## config.mk

```make
export PLATFORM = sky130hd
export DESIGN_NAME = wb_arbiter_flat
export DESIGN_NICKNAME = d
export VERILOG_FILES = /design/src/rtl/wb_arbiter_if.sv /design/src/rtl/wb_arbiter.sv /design/src/flat_wrapper.sv
export SDC_FILE = /design/constraint.sdc
export NUM_CORES = 1
export LEC_CHECK = 0
export ABC_AREA = 1
export CAP_MARGIN = 40
export CORE_UTILIZATION = 47
export DETAILED_ROUTE_END_ITERATION = 8
export PLACE_DENSITY = 0.81
export SLEW_MARGIN = 10
export SYNTH_ARGS = -nofsm -noshare
export SYNTH_HDL_FRONTEND = slang
export SYNTH_SLANG_ARGS = --single-unit
```

## constraint.sdc

```tcl
create_clock -name clk -period 2.4 [get_ports clk]
set_input_delay 0.48 -clock clk [delete_from_list [all_inputs] [get_ports clk]]
set_output_delay 0.48 -clock clk [all_outputs]
set_load 0.05 [all_outputs]
```

## src/rtl/wb_arbiter_if.sv

```systemverilog
// wb_arbiter_if -- writeback request bundle for the two requesters.
//   A (ALU writeback):            a_valid, a_ready, a_addr[4:0], a_data[31:0]
//   B (load/multi-cycle writeback): b_valid, b_ready, b_addr[4:0], b_data[31:0]
// The master modport is the requester side (drives valid/addr/data), the
// slave modport is the arbiter side (drives ready).
interface wb_arbiter_if;
    logic        a_valid;
    logic        a_ready;
    logic [4:0]  a_addr;
    logic [31:0] a_data;
    logic        b_valid;
    logic        b_ready;
    logic [4:0]  b_addr;
    logic [31:0] b_data;

    modport master (
        output a_valid, a_addr, a_data,
        output b_valid, b_addr, b_data,
        input  a_ready, b_ready
    );

    modport slave (
        input  a_valid, a_addr, a_data,
        input  b_valid, b_addr, b_data,
        output a_ready, b_ready
    );
endinterface

```

## src/rtl/wb_arbiter.sv

```systemverilog
// wb_arbiter -- two-requester round-robin writeback arbiter with a register
// busy scoreboard.
//   clk, rst_n            : clock, asynchronous active-low reset
//   req (slave modport)   : requester A/B valid/ready/addr/data handshakes
//   wr_en/wr_addr/wr_data : registered register-file write port (1-cycle latency)
//   iss_valid/iss_addr    : issue notification, marks iss_addr as pending
//   rd1_addr/rd2_addr     : read indices under hazard check
//   rd1_busy/rd2_busy     : indexed register has a pending or in-flight write
//   idle                  : no pending writes and no write in flight
module wb_arbiter (
    input  logic               clk,
    input  logic               rst_n,
    wb_arbiter_if.slave        req,
    output logic               wr_en,
    output logic [4:0]         wr_addr,
    output logic [31:0]        wr_data,
    input  logic               iss_valid,
    input  logic [4:0]         iss_addr,
    input  logic [4:0]         rd1_addr,
    input  logic [4:0]         rd2_addr,
    output logic               rd1_busy,
    output logic               rd2_busy,
    output logic               idle
);

    // last_b = 1 means B was granted most recently, so A wins the next tie.
    logic        last_b;
    // Bit 0 is kept permanently clear so r0 can be indexed like any other.
    logic [31:0] busy;
    logic [31:0] busy_next;

    logic        xfer_a;
    logic        xfer_b;
    logic        xfer;
    logic [4:0]  xfer_addr;
    logic [31:0] xfer_data;

    // Grant: a lone requester always wins; on a tie the one not granted last.
    // Gated by rst_n so nothing is accepted while reset is held.
    always_comb begin
        req.a_ready = rst_n & req.a_valid & (~req.b_valid | last_b);
        req.b_ready = rst_n & req.b_valid & (~req.a_valid | ~last_b);
    end

    assign xfer_a    = req.a_valid & req.a_ready;
    assign xfer_b    = req.b_valid & req.b_ready;
    assign xfer      = xfer_a | xfer_b;
    assign xfer_addr = xfer_a ? req.a_addr : req.b_addr;
    assign xfer_data = xfer_a ? req.a_data : req.b_data;

    always_ff @(posedge clk or negedge rst_n) begin
        if (!rst_n) begin
            last_b <= 1'b1;
        end else if (xfer) begin
            last_b <= xfer_b;
        end
    end

    // Write port: a transfer to r0 still updates addr/data but never enables.
    always_ff @(posedge clk or negedge rst_n) begin
        if (!rst_n) begin
            wr_en   <= 1'b0;
            wr_addr <= 5'd0;
            wr_data <= 32'd0;
        end else begin
            wr_en <= xfer && (xfer_addr != 5'd0);
            if (xfer) begin
                wr_addr <= xfer_addr;
                wr_data <= xfer_data;
            end
        end
    end

    // Clear on writeback first, then set on issue so a same-cycle issue wins.
    always_comb begin
        busy_next = busy;
        if (xfer && (xfer_addr != 5'd0)) begin
            busy_next[xfer_addr] = 1'b0;
        end
        if (iss_valid && (iss_addr != 5'd0)) begin
            busy_next[iss_addr] = 1'b1;
        end
        busy_next[0] = 1'b0;
    end

    always_ff @(posedge clk or negedge rst_n) begin
        if (!rst_n) begin
            busy <= 32'd0;
        end else begin
            busy <= busy_next;
        end
    end

    // A register stays busy through the cycle its write is on the port.
    always_comb begin
        rd1_busy = (rd1_addr != 5'd0) &&
                   (busy[rd1_addr] || (wr_en && (wr_addr == rd1_addr)));
        rd2_busy = (rd2_addr != 5'd0) &&
                   (busy[rd2_addr] || (wr_en && (wr_addr == rd2_addr)));
        idle     = (busy == 32'd0) && !wr_en;
    end

endmodule
```

## src/flat_wrapper.sv

```systemverilog
// flat-port wrapper written by rule: the top's interface ports become plain ports
module wb_arbiter_flat 
  (clk, rst_n, wr_en, wr_addr, wr_data, iss_valid, iss_addr, rd1_addr, rd2_addr, rd1_busy, rd2_busy, idle, req_a_valid, req_a_addr, req_a_data, req_b_valid, req_b_addr, req_b_data, req_a_ready, req_b_ready);
  wb_arbiter_if req_i ();
  input  logic clk;
  input  logic rst_n;
  output logic wr_en;
  output logic [4:0] wr_addr;
  output logic [31:0] wr_data;
  input  logic iss_valid;
  input  logic [4:0] iss_addr;
  input  logic [4:0] rd1_addr;
  input  logic [4:0] rd2_addr;
  output logic rd1_busy;
  output logic rd2_busy;
  output logic idle;
  input wire logic [$bits(req_i.a_valid)-1:0] req_a_valid;
  input wire logic [$bits(req_i.a_addr)-1:0] req_a_addr;
  input wire logic [$bits(req_i.a_data)-1:0] req_a_data;
  input wire logic [$bits(req_i.b_valid)-1:0] req_b_valid;
  input wire logic [$bits(req_i.b_addr)-1:0] req_b_addr;
  input wire logic [$bits(req_i.b_data)-1:0] req_b_data;
  output wire logic [$bits(req_i.a_ready)-1:0] req_a_ready;
  output wire logic [$bits(req_i.b_ready)-1:0] req_b_ready;
  assign req_i.a_valid = req_a_valid;
  assign req_i.a_addr = req_a_addr;
  assign req_i.a_data = req_a_data;
  assign req_i.b_valid = req_b_valid;
  assign req_i.b_addr = req_b_addr;
  assign req_i.b_data = req_b_data;
  assign req_a_ready = req_i.a_ready;
  assign req_b_ready = req_i.b_ready;
  wb_arbiter u_core (.clk(clk), .rst_n(rst_n), .req(req_i), .wr_en(wr_en), .wr_addr(wr_addr), .wr_data(wr_data), .iss_valid(iss_valid), .iss_addr(iss_addr), .rd1_addr(rd1_addr), .rd2_addr(rd2_addr), .rd1_busy(rd1_busy), .rd2_busy(rd2_busy), .idle(idle));
endmodule
```

-- Yosys cells after proc, flatten, opt, wreduce, memory -nomap -nowiden
Cells that the tools add are included.
- bits in writable memories: 0
- bits in latches: 0
- input bits: 94
- flip-flop bits (word level): 70
- memory bits (read-only): 0
- memories kept: 0
- add/subtract/negate cells: 0
- $mul: 0
- bitwise gates (word level): 15
- order comparisons: 6
- shift operators: 0
- divide/modulo/power cells: 0
- reduce and logical (&&, ||, !) cells: 17
- muxes and demuxes: 12
- equality and inequality tests: 2
- operators by type and width (kind ; number):
    2-to-1 mux 32 bit ; 3
    bitwise AND 32 bit ; 1
    logical NOT 32 bit ; 1
    inverter 32 bit ; 1
    bitwise OR 32 bit ; 1
    < comparator 5 x 6 -> 1 bit, second input constant ; 4
    nonzero test 5 bit ; 4
    binary-select mux 1 bit (select 5 bit) ; 2
    demux 1 bit (select 5 bit) ; 2
    equality test 5 bit ; 2
    greater-or-equal comparator 5 x 1 -> 1 bit, second input constant ; 2
    logical AND 1 bit ; 9
    bitwise AND 1 bit ; 6
    2-to-1 mux 5 bit ; 1
    2-to-1 mux 1 bit ; 4
    inverter 1 bit ; 3
    bitwise OR 1 bit ; 3
    logical OR 1 bit ; 2
    logical NOT 1 bit ; 1

-- Logic depth before layout (Yosys ltp)
- depth in word-level cells: 14
- mapped depth: 12
- mapped depth without buffers: 11

-- Least setup slack after synthesis
No wires, ideal clock.
- path kind: in2out
- start: input rd2_addr[0]
- end: output rd2_busy
- required time: 1.920 ns
- setup slack: -0.220 ns
- buffers on the path: 2
- arrival: 2.140 ns
- cell stages on the path: 8
- path through: clkbuf_1 -> clkbuf_1 -> nor2_1 -> nor3_1 -> nand3_1 -> nand2_1 -> nor2_1 -> a21oi_1
- longest elaborated chain between the ends: 4
- ends and longest elaborated chain (item ; line ; source):
    from (decl) ; flat_wrapper.sv:13 ; input logic [4:0] rd2_addr;
    binary-select mux 1 bit (select 5 bit) / equality test 5 bit (equally long branches) ; wb_arbiter.sv:99 ; (busy[rd2_addr] || (wr_en && (wr_addr == rd2_addr)));
    2-to-1 mux 1 bit (not written as such) / logical AND 1 bit (equally long branches) ; wb_arbiter.sv:99 ;
    logical OR 1 bit ; wb_arbiter.sv:99 ;
    logical AND 1 bit (*) ; wb_arbiter.sv:98 ; rd2_busy = (rd2_addr != 5'd0) &&
    to (decl) ; flat_wrapper.sv:15 ; output logic rd2_busy;
Mark *: on every way between the ends. The rest lies on a longest branch, timed or not. The select of a mux whose other input is x is not followed.

-- Worst setup path after layout
- start: input rd2_addr[3]
- end: output rd2_busy
Same word-level chain as after synthesis.

==> summary.txt <==
Setup_tns -> 0 ns
CTS root buf -> clkbuf_8
Cell with the most instances after synthesis -> nand2_1
Design Area, Final -> 0.00631 mm^2
Mapped Nets -> 749
Status -> finished with violations
Post-synth cell types -> 30
Port Buffers -> 136
Starting Density -> 49.1%
Fraction of layout cells with a size suffix above 1 -> 10.2%
Vias per cell -> 5.46
NetSw -> 1.98 mW
Pre-Repair DR Iteration Count -> 7
Logic pwr share -> 39.5%
Final hold vios -> 0
Nets -> 905
Hold crit path type -> input pin to async pin
Yosys warns -> 0
Crit path kind -> input pin to primary output
Final WL -> 14,600 um
DRC viols -> 4
Worst Skew -> 0.00918 ns
Post-synth top area share -> 39.9%
Slew margin rel. -> 54.6%
N_diodes -> 0
Width of the chip -> 97.9 um
Clock share of power -> 24.0%
Vias -> 5,046
Min Tclk post-route -> 2.35 ns
CTS sink cnt -> 70
Die Height -> 97.9 um
Reg-to-Reg Start -> u_core.last_b
Sequential share of power -> 36.5%
Area growth syn-to-layout -> 45.9%
Slew @ Worst Pin -> 0.675 ns
RSZ-0062 raised after global routing -> no
Layout Cells excl Fill -> 924
Top cells by count, synth -> nand2_1 (219), nor2_1 (76), dfrtp_1 (69), nand3_1 (65), inv_1 (53)
H-tree depth -> 3
Vias in the first global route -> 4,879
Post-synth EDFFs -> 0
Initial DRC Count -> 358
Placeable Area -> 0.00881 mm^2
Register bit total from synthesis -> 70
Top FF cell, synth -> dfrtp_1
Clock Tree Buf Depth -> 2
First-pass GRT wire length -> 23,800 um
All-Layer GR Usage -> 31.3%
Max-cap violation count -> 0
Synth top area cells -> dfrtp_1 (40%), nand2_1 (19%), nand3_1 (7.5%)
Final Util -> 71.7%
GPL Wtd Cong -> 0.995
Switching Fraction -> 40.5%
Req. time, crit path -> 1.92 ns
Post-DP Area -> 0.00604 mm^2
Maximum VDD drop -> 0.560 mV
DP Wirelength -> 11,100 um
DP Cell Count -> 907
Area leader, netlist -> dfrtp_1
Leakage dissipation -> 3.00 nW
Worst path arrival time -> 1.87 ns
Clk_lat worst skew -> 0.35 ns
Routed len/inst -> 15.8 um
Critical path fanouts, max -> 3
Highest clock rate -> 0.426 GHz
Clk slew on worst S/H paths -> 0.08 ns
Row Count -> 34
Final Setup Violations -> 0
Io pins -> 137
Area of the multi-input gates -> 0.00226 mm^2
Synthesized area per cell -> 6.60 um^2
Setup slack after placement -> -0.166 ns
Part of the cycle the worst path needs -> 97.8%
CTS tree -> built
GR Overflow Total -> 0
Cts bufs inserted -> 9
Mapped Area -> 0.00432 mm^2
Die ar. -> 0.00959 mm^2
Reg2reg setup slack -> 0.41 ns
Final antenna-violating net count -> 0
Final setup margin -> 0.0527 ns
Internal power -> 2.91 mW
Slew Viols, Final -> 0
Largest net degree at the start of global routing -> 44
CP endpoint kind -> primary output
Fillers -> 729
Ys async rst share -> 100%
CP Launch Type -> input pin
R2R Path End -> u_core.busy[1]
Initial antenna violation count -> 0
Sequential Area -> 0.00175 mm^2
R2R depth -> 9
Gate Count Post-Synth -> 655
Failing checks -> DRC
Sequential area share after synthesis -> 40.5%
PD cells -> 774 mW/mm^2
==> critical path, stage by stage <==
cell             delay (ns)
clkdlybuf4s50_1        0.53
inv_1                  0.10
nor2_1                 0.13
o21ai_0                0.09
nor2_1                 0.12
nor2_1                 0.07
a21oi_2                0.19
buf_12                 0.16
==> worst max-delay path by stage <==
stage / startpoint / to / cells past startpoint
2_1_floorplan: rd2_addr[0] / rd2_busy / 8
3_3_place_gp: rd2_addr[0] / rd2_busy / 10
3_5_place_dp: rd2_addr[0] / rd2_busy / 10
4_1_cts: rd2_addr[2] / rd2_busy / 9
5_1_grt: rd2_addr[0] / rd2_busy / 10
6_report: rd2_addr[3] / rd2_busy / 8
==> state kept, by name (all words and copies together), names as in the netlist <==
signal,cells
u_core.wr_data,32
u_core.last_b,1
u_core.wr_en,1
u_core.busy,31
u_core.wr_addr,5
==> metal layers <==
| metal | part of all wire, % | vias up | GRT usage, % |
|---|---|---|---|
| li1 | - | 2444 | - |
| met1 | 41 | 2320 | 40.4 |
| met2 | 47 | 236 | 52.2 |
| met3 | 8.4 | 46 | 5.80 |
| met4 | 3.0 | 0 | 11.7 |
| met5 | 0 | - | 0 |
==> cell usage in the layout, fill, tap and decap left out, types with 2 or more instances in the layout <==
| master | count |
|---|---|
| o21ai_2 | 4 |
| dfrtp_1 | 69 |
| nand4_1 | 14 |
| nor2_1 | 75 |
| buf_12 | 7 |
| o31ai_1 | 2 |
| dlymetal6s2s_1 | 2 |
| nand2_1 | 219 |
| clkbuf_8 | 10 |
| nor3_1 | 5 |
| buf_4 | 29 |
| o21ai_1 | 24 |
| buf_2 | 2 |
| nor4_1 | 7 |
| nor2_4 | 2 |
| bufinv_16 | 3 |
| o21ai_0 | 21 |
| clkdlybuf4s50_1 | 124 |
| nor2_2 | 3 |
| o22ai_1 | 5 |
| nor3_2 | 2 |
| o211ai_1 | 2 |
| buf_6 | 2 |
| inv_2 | 9 |
| dlygate4sd2_1 | 3 |
| inv_1 | 50 |
| nand3_1 | 65 |
| a21oi_2 | 3 |
| o21bai_1 | 2 |
| a21oi_1 | 41 |
==> power by group through the flow <==
stage	logic, mW	clock network, mW	registers, mW
3_5_place_dp	1.91	0	1.78
3_3_place_gp	1.88	0	1.78
4_1_cts	1.92	1.19	1.76
5_1_grt	2.09	1.23	1.81
6_report	1.93	1.17	1.78
2_1_floorplan	0.693	0	2.16
==> cell type report <==
cell class,count,area share (%)
clock buffer,11,2.24
clock inverter,5,1.69
inverter,59,3.51
multi-input combinational,501,35.9
sequential,70,27.8
tap,108,2.14
timing repair buffer,170,26.7
==> through the flow <==
step	hold WS (ns)	total power, mW
after floorplan	0.184	2.85
after global placement	0.461	3.65
after detailed placement	0.467	3.69
after CTS	0.0877	4.87
after global routing	0.0944	5.13
final	0.0980	4.88
==> what timing repair did <==
item	CTS	global route
resized for setup	10	7
hold buffers	0	0
cloned	1	0
pin swaps	2	0
setup buffers	0	0
endpoints found under the setup margin	2	2
==> cell families after synthesis <==
kind of cell	after synthesis	share of synthesized area (%)
buffers and inverters	84	7.75
AND/OR/NAND/NOR	394	38.1
flip-flops	70	40.5
XOR/XNOR	1	0.203
AO/OA/AOI/OAI	106	13.4
No activity file was read; power rests on OpenSTA's default activity.
